[config.mk]
export PLATFORM = sky130hd
export DESIGN_NAME = morse_encoder
export DESIGN_NICKNAME = d
export VERILOG_FILES = /design/src/rtl/morse_encoder.sv
export SDC_FILE = /design/constraint.sdc
export NUM_CORES = 1
export LEC_CHECK = 0
export BUFFER_PORTS_ARGS = -buffer_cell sky130_fd_sc_hd__buf_2
export CELL_PAD_IN_SITES_DETAIL_PLACEMENT = 1
export CELL_PAD_IN_SITES_GLOBAL_PLACEMENT = 2
export CORE_MARGIN = 4
export CORE_UTILIZATION = 34
export CTS_CLUSTER_DIAMETER = 40
export DETAILED_ROUTE_END_ITERATION = 12
export PLACE_DENSITY_LB_ADDON = 0.2
export SLEW_MARGIN = 20
export SYNTH_ARGS = -nofsm -noshare
export SYNTH_HDL_FRONTEND = slang
export SYNTH_SLANG_ARGS = --single-unit
[constraint.sdc]
create_clock -name clock -period 2.26 [get_ports clock]
set_clock_uncertainty 0.1 [all_clocks]
set_input_delay 0.113 -clock clock [delete_from_list [all_inputs] [get_ports clock]]
set_output_delay 0.113 -clock clock [all_outputs]
set_load 0.005 [all_outputs]
[src/rtl/morse_encoder.sv]
// morse_encoder
//
// Serial Morse generator for the letters S..Z. One letter is sent per start
// request, one pattern bit per symbol tick, MSB first. A dot is "10" and a
// dash is "1110"; the trailing 0 of each symbol forms the gap.
//
// Ports:
//   clock       system clock, rising edge
//   reset       synchronous, active-high reset (priority over start/tick)
//   tick        one-cycle symbol-timing enable from the rate divider
//   start       request to send a letter, level-sampled while idle
//   letter_sel  0=S 1=T 2=U 3=V 4=W 5=X 6=Y 7=Z, sampled on IDLE->ARM
//   led         Morse output, 1 = tone on
//   busy        high while a letter is armed or running
//   done        one-cycle pulse in the first idle cycle after a letter
//   remaining   symbols left including the current one, 0 outside RUN
//
// state | meaning
// ------+------------------------------------------------------------
// IDLE  | waiting for start; outputs quiet
// ARM   | letter latched, waiting for a tick so bit 0 gets a full interval
// RUN   | shifting the pattern out, one bit per tick

module morse_encoder #(
    parameter int PAT_W = 14,
    parameter int CNT_W = 4
) (
    input  logic             clock,
    input  logic             reset,
    input  logic             tick,
    input  logic             start,
    input  logic [2:0]       letter_sel,
    output logic             led,
    output logic             busy,
    output logic             done,
    output logic [CNT_W-1:0] remaining
);

    localparam int CODE_W = 14;

    typedef enum logic [1:0] {
        IDLE = 2'd0,
        ARM  = 2'd1,
        RUN  = 2'd2
    } state_t;

    state_t             state_q, state_d;
    logic [PAT_W-1:0]   pat_q, pat_d;
    logic [CNT_W-1:0]   cnt_q, cnt_d;
    logic               done_q, done_d;

    // Patterns are stored in a fixed 14-bit field, then left-aligned into
    // the shift register so wider PAT_W values just add trailing zeros.
    function automatic logic [PAT_W-1:0] rom_pat(input logic [2:0] sel);
        logic [CODE_W-1:0] code;
        logic [PAT_W-1:0]  full;
        case (sel)
            3'd0:    code = 14'b10101000000000;   // S
            3'd1:    code = 14'b11100000000000;   // T
            3'd2:    code = 14'b10101110000000;   // U
            3'd3:    code = 14'b10101011100000;   // V
            3'd4:    code = 14'b10111011100000;   // W
            3'd5:    code = 14'b11101010111000;   // X
            3'd6:    code = 14'b11101011101110;   // Y
            default: code = 14'b11101110101000;   // Z
        endcase
        full = '0;
        full[PAT_W-1 -: CODE_W] = code;
        return full;
    endfunction

    function automatic logic [CNT_W-1:0] rom_len(input logic [2:0] sel);
        logic [CNT_W-1:0] len;
        case (sel)
            3'd0:    len = CNT_W'(6);
            3'd1:    len = CNT_W'(4);
            3'd2:    len = CNT_W'(8);
            3'd3:    len = CNT_W'(10);
            3'd4:    len = CNT_W'(10);
            3'd5:    len = CNT_W'(12);
            3'd6:    len = CNT_W'(14);
            default: len = CNT_W'(12);
        endcase
        return len;
    endfunction

    always_ff @(posedge clock) begin
        if (reset) begin
            state_q <= IDLE;
            pat_q   <= '0;
            cnt_q   <= '0;
            done_q  <= 1'b0;
        end else begin
            state_q <= state_d;
            pat_q   <= pat_d;
            cnt_q   <= cnt_d;
            done_q  <= done_d;
        end
    end

    always_comb begin
        state_d = state_q;
        pat_d   = pat_q;
        cnt_d   = cnt_q;
        done_d  = 1'b0;

        case (state_q)
            IDLE: begin
                // A tick in the same cycle is deliberately not consumed:
                // ARM always waits for a fresh tick.
                if (start) begin
                    pat_d   = rom_pat(letter_sel);
                    cnt_d   = rom_len(letter_sel);
                    state_d = ARM;
                end
            end
            ARM: begin
                if (tick) begin
                    state_d = RUN;
                end
            end
            RUN: begin
                if (tick) begin
                    if (cnt_q > CNT_W'(1)) begin
                        pat_d = {pat_q[PAT_W-2:0], 1'b0};
                        cnt_d = cnt_q - CNT_W'(1);
                    end else begin
                        pat_d   = '0;
                        cnt_d   = '0;
                        done_d  = 1'b1;
                        state_d = IDLE;
                    end
                end
            end
            default: begin
                state_d = IDLE;
                pat_d   = '0;
                cnt_d   = '0;
            end
        endcase
    end

    assign led       = (state_q == RUN) & pat_q[PAT_W-1];
    assign busy      = (state_q != IDLE);
    assign done      = done_q;
    assign remaining = (state_q == RUN) ? cnt_q : '0;

endmodule
==> flow_summary.toml <==
[outcome]
status = "complete, no violations"

[timing]
slew_headroom_pct = 72.2
hold_slack_ps = 12.2
post-route-min-period_ps = 1720
fin_crit_sh_pct = 76.0
tightest_slew_ps = 414
fmax_mhz = 582
finalSetupTns_ps = 0
hold_violations = 0
finalSetupViolCount = 0
maxSlewViolCount = 0
rsz0062_at_grt = "no"

[synthesis]
synth-edff-count = 0
avgSynthCellArea_sq_um = 9.31
syn-num-nets = 127
yosys-top-cells-count = "20 x dfxtp_1, 17 x nor2_1, 9 x nand2_1"
syn_area_sq_um = 1100
yosysWarnings = 0
synth_top_area_share_pct = 36.4
yosysMostFrequentCell = "dfxtp_1"
async_reset_ff_share_pct = 0
ys_seq_elements = 20
synth_largest_area_cell = "dfxtp_1"
synth_cell_types = 41
ys.flop_type = "dfxtp_1"
synth-seq-area-share_pct = 36.4
synthTopCellsByArea = "dfxtp_1 36%, nor2_1 5.8%, a221o_2 4.1%"
synth_cells = 118

[setup_path]
cp.arrival_ps = 1500
cp_cell_sequence = "nor2b_1 -> and2_1 -> buf_2"
end_kind = "primary output"
r2r_end = "pat_q[7]"
reg2reg_depth = 7
cp_top_family = "flip-flops"
r2r_start = "cnt_q[0]"
critPathLaunchType = "flop"
r2r_slack_ps = 560
required_ps = 2050
crit_type = "flop to primary output"
crit_slowest_cell = "dfxtp_1"
cp_max_fo = 8
slowest_delay_ps = 560
path_buf_inv = 1

[power_and_ir_drop]
p_per_area_nw_per_um2 = 625
leakage_nw = 0.495
ir_drop_mv = 0.220

[floorplan]
initial_core_util_pct = 35.7
core_area_sq_um = 3080
dieHeight_microns = 64.8
dieArea_sq_um = 4200
fp-row-count = 20
io_pins = 14
die_w_microns = 64.8

[final_layout]
areaGrowthSynthToFinish_pct = 11.2
nets = 141
drive_gt1_share_pct = 26.7
diodes = 0
fillers = 368

[clocking]
cts_buffer_depth = 2
cts.clk_slew.worst_paths_ps = 120
clkSinkCount = 20
post_cts_resized = 0
cts_buffers = 3
clock_latency_ps = 310
cts_hold_buf = 0
post-cts-setup-buffers = 0
cts_tree = "built"
htreeDepth = 1
cts-root-buf = "clkbuf_4"

[min_path]
hp-class = "input pin to flop"
whs_path_depth = 3
min-delay-start = "start"
holdPathEnd = "state_q[0]"

[placement]
place.gp.congestion = 0.746
numPortBuffers = 13
dp_hpwl_mm = 2.02

[routing]
drt_iter0_drc = 54
wirelength_mm = 2.73
antenna_left = 0
detail_route.vias_per_cell = 5.08
dr.pass1.iters = 4
wl_per_cell_microns = 15.6
drc = 0
via_count = 889

[global_route]
overflow = 0
grt_pass1_vias = 926
grt_pass1_wl_mm = 4.61
antenna_found_initial = 0
grt_max_degree = 16
track_usage_pct = 14.4

[flow_run]
maxCapViolations = 0
## worst max-delay path by stage
stage,depth (start not counted),end,slack (ps),startpoint
after floorplan,7,pat_q[7],660,cnt_q[0]
after global placement,5,pat_q[6],630,state_q[0]
after detailed placement,7,pat_q[7],580,cnt_q[0]
after CTS,3,remaining[3],520,state_q[1]
after global routing,7,pat_q[7],390,cnt_q[0]
final,3,remaining[3],540,state_q[1]
## kinds of logic (layout without fill, tap and decap cells)
logic type                 Yosys count  count (layout)  synth area share, %
DFF                                 20              20                 36.4
adders and majority gates            2               2                 2.28
xor gates and xnor gates             2               2                 1.59
buffers and inverters               12              25                 7.17
AOI/OAI and AO/OA                   30              30                 22.9
muxes                                3               3                 2.73
and+or+nand+nor                     49              49                 26.9
## layer usage
layer  global-route usage (%)  part of all wire (%)  vias to the layer above
li1                         -                     -                      452
met1                     21.3                    52                      424
met2                     20.3                    44                        9
met3                     2.08                   2.3                        4
met4                     6.33                   1.5                        0
met5                        0                     0                        -
## through the flow
step                      instances  total power (W)  utilization, %  area [sq um]  worst slack (ps)
after detailed placement        171         0.000548            38.5          1180               577
after global routing            175         0.000812            39.7          1220               391
after floorplan                 118         0.000512               -          1100               660
after CTS                       175         0.000773            39.7          1220               523
after global placement          171         0.000546            38.5          1180               626
final                           175         0.000763            39.7          1220               543
## power by group
group | internal [W] | switching [W] | leakage, nW
registers | 0.000377 | 0.0000211 | 0.164
clock network | 0.0000985 | 0.000125 | 0.0210
logic | 0.0000620 | 0.0000796 | 0.310
total | 0.000537 | 0.000226 | 0.495
## state kept, by name, summed over array words and instances (netlist names)
signal / flops
cnt_q: 4
done: 1
pat_q: 13
state_q: 2
## placed cells by master, fill, tap and decap left out, types with 2 or more instances in the layout
cell,count
a221o_1,4
nor2_1,17
dfxtp_1,20
clkbuf_4,3
mux2i_1,3
a21oi_1,3
buf_4,4
a32oi_1,2
o21ai_0,6
nor2b_1,3
inv_1,4
ha_1,2
a22oi_1,4
and2_1,3
nand2_1,9
buf_2,13
nor3_1,3
a221o_2,4
## layout make-up
| class | count | area, sq um | area share, % |
|---|---|---|---|
| inverters | 4 | 15.0 | 1.23 |
| clock buffers | 4 | 36.3 | 2.97 |
| multi-input cells | 86 | 619 | 50.7 |
| flip-flops and latches | 20 | 400 | 32.8 |
| repair buffers | 17 | 95.1 | 7.79 |
| well taps | 44 | 55.1 | 4.51 |
## tightest hold or removal path, stage by stage
cell     delay [ps]
buf_2           130
nor2_1           90
nor3b_1          50
Note: power is estimated with default switching activity, not from simulation.
